[src/rtl/alu_pkg.sv]
// Shared types and constants for the ALU arbiter slice.
//   state_e   : arbiter FSM states (IDLE, EXEC, RESP)
//   SEL_* / MODE_* : ALU function encodings used by clients
//   alu_req_t : one ALU operation {mode, select, a, b, carry}
//   alu_rsp_t : one captured ALU result {result, carry, compare}
package alu_pkg;

  localparam int ALU_W = 16;

  typedef enum logic [1:0] {
    IDLE = 2'd0,
    EXEC = 2'd1,
    RESP = 2'd2
  } state_e;

  localparam logic [3:0] SEL_ADD    = 4'b1001;
  localparam logic [3:0] SEL_XOR    = 4'b0110;
  localparam logic [3:0] SEL_DBL    = 4'b1100;
  localparam logic [3:0] SEL_AND    = 4'b1011;
  localparam logic       MODE_LOGIC = 1'b1;
  localparam logic       MODE_ARITH = 1'b0;

  typedef struct packed {
    logic             mode;
    logic [3:0]       select;
    logic [ALU_W-1:0] a;
    logic [ALU_W-1:0] b;
    logic             carry;
  } alu_req_t;

  typedef struct packed {
    logic [ALU_W-1:0] result;
    logic             carry;
    logic             compare;
  } alu_rsp_t;

endpackage

[src/rtl/rr_arbiter2.sv]
// Two-requester round-robin arbiter.
//   req[1:0]  : request vector (bit n = requester n)
//   done      : pulse when the granted operation completes
//   done_id   : id of the requester whose operation completed
//   grant     : one-hot (or zero) combinational grant
//   grant_id  : index of the granted requester (0 when nothing is granted)
// The pointer only matters when both request; after a completion it moves
// to the requester that was not served.
module rr_arbiter2 (
  input  logic       clk,
  input  logic       reset,
  input  logic [1:0] req,
  input  logic       done,
  input  logic       done_id,
  output logic [1:0] grant,
  output logic       grant_id
);

  logic ptr;

  always_ff @(posedge clk or posedge reset) begin
    if (reset) begin
      ptr <= 1'b0;
    end else if (done) begin
      ptr <= ~done_id;
    end
  end

  // Requester 1 wins when it is the only one asking, or when both ask and
  // the pointer favours it.
  always_comb begin
    grant_id = req[1] & (~req[0] | ptr);
    grant    = {req[1] & grant_id, req[0] & ~grant_id};
  end

endmodule

[src/rtl/alu_arbiter.sv]
// Shares one combinational 16-bit ALU between two requesters.
//   clk, reset         : clock, asynchronous active-high reset
//   rN_req_*           : request from requester N (valid/ready + operands)
//   rN_rsp_*           : response to requester N (valid/ready + result)
//   alu_*  (outputs)   : registered operands driving the external ALU
//   alu_result/carry_out/compare (inputs) : ALU outputs, sampled after
//                        ALU_LATENCY cycles of stable operands
//   busy               : high whenever the FSM is not in IDLE
//
// Handshakes: a transfer happens on a rising edge where valid and ready
// are both high. req_ready is combinational and only asserts in IDLE for
// the arbitration winner; rsp_valid stays high with stable data until
// rsp_ready, and only the granted port's rsp_valid ever asserts.
module alu_arbiter
  import alu_pkg::*;
#(
  parameter int ALU_LATENCY = 1,
  parameter int DATA_W      = 16
) (
  input  logic              clk,
  input  logic              reset,
  input  logic              r0_req_valid,
  output logic              r0_req_ready,
  input  logic              r0_req_mode,
  input  logic [3:0]        r0_req_select,
  input  logic [DATA_W-1:0] r0_req_a,
  input  logic [DATA_W-1:0] r0_req_b,
  input  logic              r0_req_carry,
  output logic              r0_rsp_valid,
  input  logic              r0_rsp_ready,
  output logic [DATA_W-1:0] r0_rsp_result,
  output logic              r0_rsp_carry,
  output logic              r0_rsp_compare,
  input  logic              r1_req_valid,
  output logic              r1_req_ready,
  input  logic              r1_req_mode,
  input  logic [3:0]        r1_req_select,
  input  logic [DATA_W-1:0] r1_req_a,
  input  logic [DATA_W-1:0] r1_req_b,
  input  logic              r1_req_carry,
  output logic              r1_rsp_valid,
  input  logic              r1_rsp_ready,
  output logic [DATA_W-1:0] r1_rsp_result,
  output logic              r1_rsp_carry,
  output logic              r1_rsp_compare,
  output logic              alu_mode,
  output logic [3:0]        alu_select,
  output logic [DATA_W-1:0] alu_in_a,
  output logic [DATA_W-1:0] alu_in_b,
  output logic              alu_carry_in,
  input  logic [DATA_W-1:0] alu_result,
  input  logic              alu_carry_out,
  input  logic              alu_compare,
  output logic              busy
);

  localparam logic [3:0] LAST_CNT = 4'(ALU_LATENCY - 1);

  state_e   state, state_nx;
  alu_req_t drv_q;
  alu_rsp_t rsp_q;
  logic     gnt_id_q;
  logic [3:0] cnt_q;

  alu_req_t r0_req, r1_req;
  logic [1:0] grant;
  logic       grant_id;
  logic       rsp_hs;
  logic       exec_last;

  assign r0_req = {r0_req_mode, r0_req_select, r0_req_a, r0_req_b, r0_req_carry};
  assign r1_req = {r1_req_mode, r1_req_select, r1_req_a, r1_req_b, r1_req_carry};

  assign exec_last = (cnt_q == LAST_CNT);
  assign rsp_hs    = (state == RESP) & (gnt_id_q ? r1_rsp_ready : r0_rsp_ready);

  rr_arbiter2 u_arb (
    .clk      (clk),
    .reset    (reset),
    .req      ({r1_req_valid, r0_req_valid}),
    .done     (rsp_hs),
    .done_id  (gnt_id_q),
    .grant    (grant),
    .grant_id (grant_id)
  );

  always_comb begin
    state_nx = state;
    case (state)
      IDLE:    if (|grant) state_nx = EXEC;
      EXEC:    if (exec_last) state_nx = RESP;
      RESP:    if (rsp_hs) state_nx = IDLE;
      default: state_nx = IDLE;
    endcase
  end

  // Drive registers are loaded only on a grant and otherwise hold their
  // last value, so the ALU inputs do not toggle between operations.
  always_ff @(posedge clk or posedge reset) begin
    if (reset) begin
      state    <= IDLE;
      drv_q    <= '0;
      rsp_q    <= '0;
      gnt_id_q <= 1'b0;
      cnt_q    <= '0;
    end else begin
      state <= state_nx;
      case (state)
        IDLE: begin
          if (|grant) begin
            drv_q    <= grant_id ? r1_req : r0_req;
            gnt_id_q <= grant_id;
            cnt_q    <= '0;
          end
        end
        EXEC: begin
          cnt_q <= cnt_q + 4'd1;
          if (exec_last) begin
            rsp_q.result  <= alu_result;
            // Carry is undefined for logic operations; report it as 0.
            rsp_q.carry   <= alu_carry_out & ~drv_q.mode;
            rsp_q.compare <= alu_compare;
          end
        end
        default: ;
      endcase
    end
  end

  // Ready is gated by reset so every output reads 0 while reset is held.
  assign r0_req_ready = (state == IDLE) & ~reset & grant[0];
  assign r1_req_ready = (state == IDLE) & ~reset & grant[1];

  assign r0_rsp_valid = (state == RESP) & ~gnt_id_q;
  assign r1_rsp_valid = (state == RESP) &  gnt_id_q;

  assign r0_rsp_result  = rsp_q.result;
  assign r0_rsp_carry   = rsp_q.carry;
  assign r0_rsp_compare = rsp_q.compare;
  assign r1_rsp_result  = rsp_q.result;
  assign r1_rsp_carry   = rsp_q.carry;
  assign r1_rsp_compare = rsp_q.compare;

  assign alu_mode     = drv_q.mode;
  assign alu_select   = drv_q.select;
  assign alu_in_a     = drv_q.a;
  assign alu_in_b     = drv_q.b;
  assign alu_carry_in = drv_q.carry;

  assign busy = (state != IDLE);

endmodule

[config.mk]
export PLATFORM = sky130hd
export DESIGN_NAME = alu_arbiter
export DESIGN_NICKNAME = d
export VERILOG_FILES = /design/src/rtl/alu_pkg.sv /design/src/rtl/rr_arbiter2.sv /design/src/rtl/alu_arbiter.sv
export SDC_FILE = /design/constraint.sdc
export NUM_CORES = 1
export LEC_CHECK = 0
export ABC_AREA = 1
export CAP_MARGIN = 10
export CELL_PAD_IN_SITES_DETAIL_PLACEMENT = 2
export CELL_PAD_IN_SITES_GLOBAL_PLACEMENT = 2
export CORE_ASPECT_RATIO = 0.6
export CORE_UTILIZATION = 21
export CTS_CLUSTER_SIZE = 28
export DETAILED_ROUTE_END_ITERATION = 10
export PLACE_DENSITY = 0.85
export SYNTH_ARGS = -nofsm -noshare
export SYNTH_HDL_FRONTEND = slang
export SYNTH_SLANG_ARGS = --single-unit
[constraint.sdc]
create_clock -name clk -period 4.3 [get_ports clk]
set_input_delay 0.86 -clock clk [delete_from_list [all_inputs] [get_ports clk]]
set_output_delay 0.86 -clock clk [all_outputs]
set_load 0.05 [all_outputs]
# After elaboration in Yosys (flattened, before gate mapping)
# Index checks and enable logic that the tools add are counted.
[op_classes] mux=8 eq_ne=5 bitwise_logic=16 reduce_logical=9 n_addsub=1
[op_table] cell="2-to-1 mux 38 bit" n=1
[op_table] cell="bitwise AND 1 bit" n=10
[op_table] cell="one-hot mux 4 bit (2 select lines)" n=1
[op_table] cell="2-to-1 mux 2 bit" n=3
[op_table] cell="!= test 2 bit, second input constant" n=3
[op_table] cell="one-hot mux 2 bit (3 select lines)" n=1
[op_table] cell="AND reduction 2 bit" n=3
[op_table] cell="NOT 1 bit" n=5
[op_table] cell="adder 4 x 1 -> 4 bit, second input constant" n=1
[op_table] cell="zero test 4 bit" n=1
[op_table] cell="2-to-1 mux 4 bit" n=1
[op_table] cell="nonzero test 2 bit" n=2
[op_table] cell="AND reduction 3 bit" n=1
[op_table] cell="equality test 2 x 1 -> 1 bit, second input constant" n=1
[op_table] cell="equality test 2 bit, second input constant" n=1
[op_table] cell="zero test 2 bit" n=1
[op_table] cell="OR reduction 2 bit" n=1
[op_table] cell="2-to-1 mux 1 bit" n=1
[op_table] cell="bitwise OR 1 bit" n=1
[totals] output_inout_bits=79 reg_bits=64

# Longest topological paths before layout
[depth] depth_word=8 depth_mapped=10 depth_no_buf=8

# Hierarchy
# A second synthesis with hierarchy kept.
[hier_totals] cells_unflattened=447 area_unflattened_um2=3243.1
[by_module_without_submodules] mod="alu_arbiter" area_per_inst_um2=3171.8 cells_each=436 seq_area_each_um2=1576.5 instances=1
[by_module_without_submodules] mod="rr_arbiter2" area_per_inst_um2=71.3 cells_each=11 seq_area_each_um2=25.0 instances=1

# Worst setup path after synthesis
# OpenSTA, ideal clock, no wires.
[synth_timing] kind="in2out" start="in r0_req_valid" end="out r0_req_ready" required_ns=3.440 arrival_ns=2.317 setup_slack_ns=1.123 cell_stages=5 cell_sequence="nand2_1 nand2_2 buf_2 nand2_1 nor3_1"
[synth_via] elab_chain_cells=6
[synth_lines] element="start: declaration" line="alu_arbiter.sv:22" source="input logic r0_req_valid,"
[synth_lines] element="NOT 1 bit" line="rr_arbiter2.sv:32" source="grant_id = req[1] & (~req[0] | ptr);"
[synth_lines] element="bitwise OR 1 bit" line="rr_arbiter2.sv:32"
[synth_lines] element="bitwise AND 1 bit" line="rr_arbiter2.sv:32"
[synth_lines] element="NOT 1 bit" line="rr_arbiter2.sv:33" source="grant = {req[1] & grant_id, req[0] & ~grant_id};"
[synth_lines] element="bitwise AND 1 bit *" line="rr_arbiter2.sv:33"
[synth_lines] element="bitwise AND 1 bit *" line="alu_arbiter.sv:131" source="assign r0_req_ready = (state == IDLE) & ~reset & grant[0];"
[synth_lines] element="end: declaration" line="alu_arbiter.sv:23" source="output logic r0_req_ready,"
# Mark *: on every way between the ends. The rest lies on a longest branch, timed or not.

# Worst setup path after layout
# Same ends and word-level chain as after synthesis.

==> qor.txt <==
CTS buffer count = 9
Arr. time, crit path = 2.12 ns
CTS clk-pin slew, worst paths = 0.06 ns
setup tns final = 0 ns
GR Overflow Total = 0
worst min-delay path class = reg -> reg
routed via count = 3,440
Boundary Pins = 179
Post-Synthesis Cells = 447
Placer Congestion = 0.744
Top delay family on crit path = buffers and inverters
core box area = 14,800 um2
fin crit share = 0.693
CTS Root Cell = clkbuf_16
All-Layer GR Usage = 0.164
Hold Buf Count CTS = 0
Area growth syn-to-layout = 65.3%
drt drc = 0
Req. time, crit path = 3.44 ns
Mapped Avg Cell Area = 7.25 um2
skew final = 0.00800 ns
first-pass GRT wire length = 20.4 mm
most numerous cell on the critical path = nand2_1
diode count = 0
Sink Count = 64
worst-path cell chain = clkdlybuf4s50_1 > nand2_1 > nand2_2 > nand2_1 > nor3_1 > buf_12
Die Wd = 162 um
Synth Cell Area = 3240 um2
final hold violations = 0
commonest non-fill, non-tap cell in the layout = nand2_1
Max clock buf depth = 2
routed vias/inst = 4.28
clk_lat worst skew = 0.33 ns
relative slew slack = 0.542
most frequent cells in the layout = 269 x nand2_1, 176 x clkdlybuf4s50_1, 64 x dfrtp_1
1st-pass router iterations = 4
Yosys reg bits = 64
row count = 34
vias in the first global route = 3,922
PostCTS Resize Cnt = 0
layout cells sized above 1 = 0.0495
WL final = 12.6 mm
initial antenna violation count = 0
PwrDens = 858 nW/um2
largest net degree at the start of global routing = 47
HPWL after detailed placement = 9.54 mm
Post-Syn Nets = 549
Layout Nets = 703
f_max = 0.336 GHz
# port buffers = 178
Setup Crit Path Kind = in -> out
CP max stage delay = 0.50 ns
setup bufs post-CTS = 0
CP Capture Type = primary output
post-route minimum period = 2.98 ns
RSZ-0062 raised after global routing = no
Synth cell types = 18
Routed Antenna Nets = 0
status = completed
Initial Utilization = 0.220
VDD IR-drop max = 0.000401 V
H-tree levels = 3
Ys Warns = 0
Crit Path Max Fanout = 3
die area = 16,000 um2
Die H = 98.2 um
post-route cell area = 5360 um2
TritonCTS clock tree = done
worst-margin pin slew = 0.686 ns
Starting DRT DRC Count = 87
Pleak = 2.63 nW
DP Area = 5070 um2
Tot Pwr = 4.60 mW
Startpoint Class = input pin
WL per Instance = 15.7 um
max cap viols = 0
Buf+Inv Stages, Crit Path = 2
setup violators final = 0
Fill cells = 1,685
Max Slew Vio Count = 0
sequential share of the synthesized area = 0.494
Crit-path slowest cell = clkdlybuf4s50_1
synthesized netlist by cell type:
| master | instances | area share |
|---|---|---|
| buf_6 | 3 | 0.010 |
| nand2_2 | 2 | 0.0039 |
| a21oi_1 | 1 | 0.0015 |
| o21ai_0 | 4 | 0.0062 |
| or2_2 | 1 | 0.0019 |
| dfrtp_1 | 64 | 0.49 |
| buf_4 | 18 | 0.042 |
| inv_2 | 2 | 0.0023 |
| buf_2 | 15 | 0.023 |
| inv_1 | 13 | 0.015 |
| nor3_1 | 2 | 0.0031 |
| ha_1 | 2 | 0.0077 |
| nand3_1 | 42 | 0.065 |
| nor2_4 | 1 | 0.0035 |
| clkbuf_1 | 3 | 0.0035 |
| nor2_1 | 4 | 0.0046 |
| nand2_1 | 269 | 0.31 |
| buf_1 | 1 | 0.0012 |
worst min-delay path: stages, from the launching register on:
cell and delay, ns:
dfrtp_1 0.34, nand2_1 0.05, nand2_1 0.05
sequential cells by signal, summed over array words and instances, names as in the netlist:
register / flops
alu_in_a: 16
cnt_q: 4
r0_rsp_result: 16
alu_select: 4
alu_mode: 1
u_arb.ptr: 1
state: 2
r0_rsp_carry: 1
gnt_id_q: 1
alu_in_b: 16
alu_carry_in: 1
r0_rsp_compare: 1
layout make-up:
class / count / area (um2) / share of cell area
Inverter: 15 / 56.3 / 0.0105
Timing Repair Buffer: 183 / 1840 / 0.343
Clock buffer: 10 / 239 / 0.0446
Clock inverter: 6 / 50.0 / 0.00934
Multi-Input combinational cell: 328 / 1330 / 0.247
Sequential cell: 64 / 1600 / 0.299
Tap cell: 198 / 248 / 0.0462
stage by stage:
| stage | cells | util | hold WS, ns | setup WS [ns] |
|---|---|---|---|---|
| global route | 804 | 0.363 | 0.504 | 1.25 |
| floorplan | 447 | - | 0.453 | 1.12 |
| detailed placement | 788 | 0.343 | 0.470 | 1.34 |
| global placement | 788 | 0.343 | 0.462 | 1.37 |
| finish | 804 | 0.363 | 0.480 | 1.32 |
| CTS | 804 | 0.363 | 0.487 | 1.32 |
logic make-up (layout without fill, tap and decap cells):
family | after synthesis | in the layout | share of synthesized area
buf+inv | 55 | 214 | 0.0973
flops | 64 | 64 | 0.494
simple gates | 321 | 321 | 0.393
compound gates | 5 | 5 | 0.00772
fa+ha+maj | 2 | 2 | 0.00772
power breakdown:
group / leakage [nW] / internal, mW / switching, mW / total [mW]
Clock: 0.136 / 0.412 / 0.287 / 0.700
Combinational: 1.70 / 0.858 / 1.95 / 2.81
Sequential: 0.800 / 0.886 / 0.203 / 1.09
per-layer routing:
layer,global-route usage,part of all wire,vias up
met3,0.0497,0.064,11
met2,0.287,0.49,100
li1,-,-,1653
met1,0.197,0.43,1676
met5,0,0,-
met4,0.0406,0.0088,0
path summary, 6_finish.rpt:
kind	start	depth (start not counted)	end	slack, ns
setup reg to reg	u_arb.ptr	9	alu_select[0]	2.39
min in group asynchronous	reset	2	alu_mode	0.92
hold reg to reg	alu_in_a[9]	2	alu_in_a[9]	0.48
hold / removal	alu_in_a[9]	2	alu_in_a[9]	0.48
setup / recovery	r0_req_valid	6	r0_req_ready	1.32
max in group asynchronous	reset	3	alu_in_b[8]	2.41
Note: power is estimated with default switching activity, not from simulation.
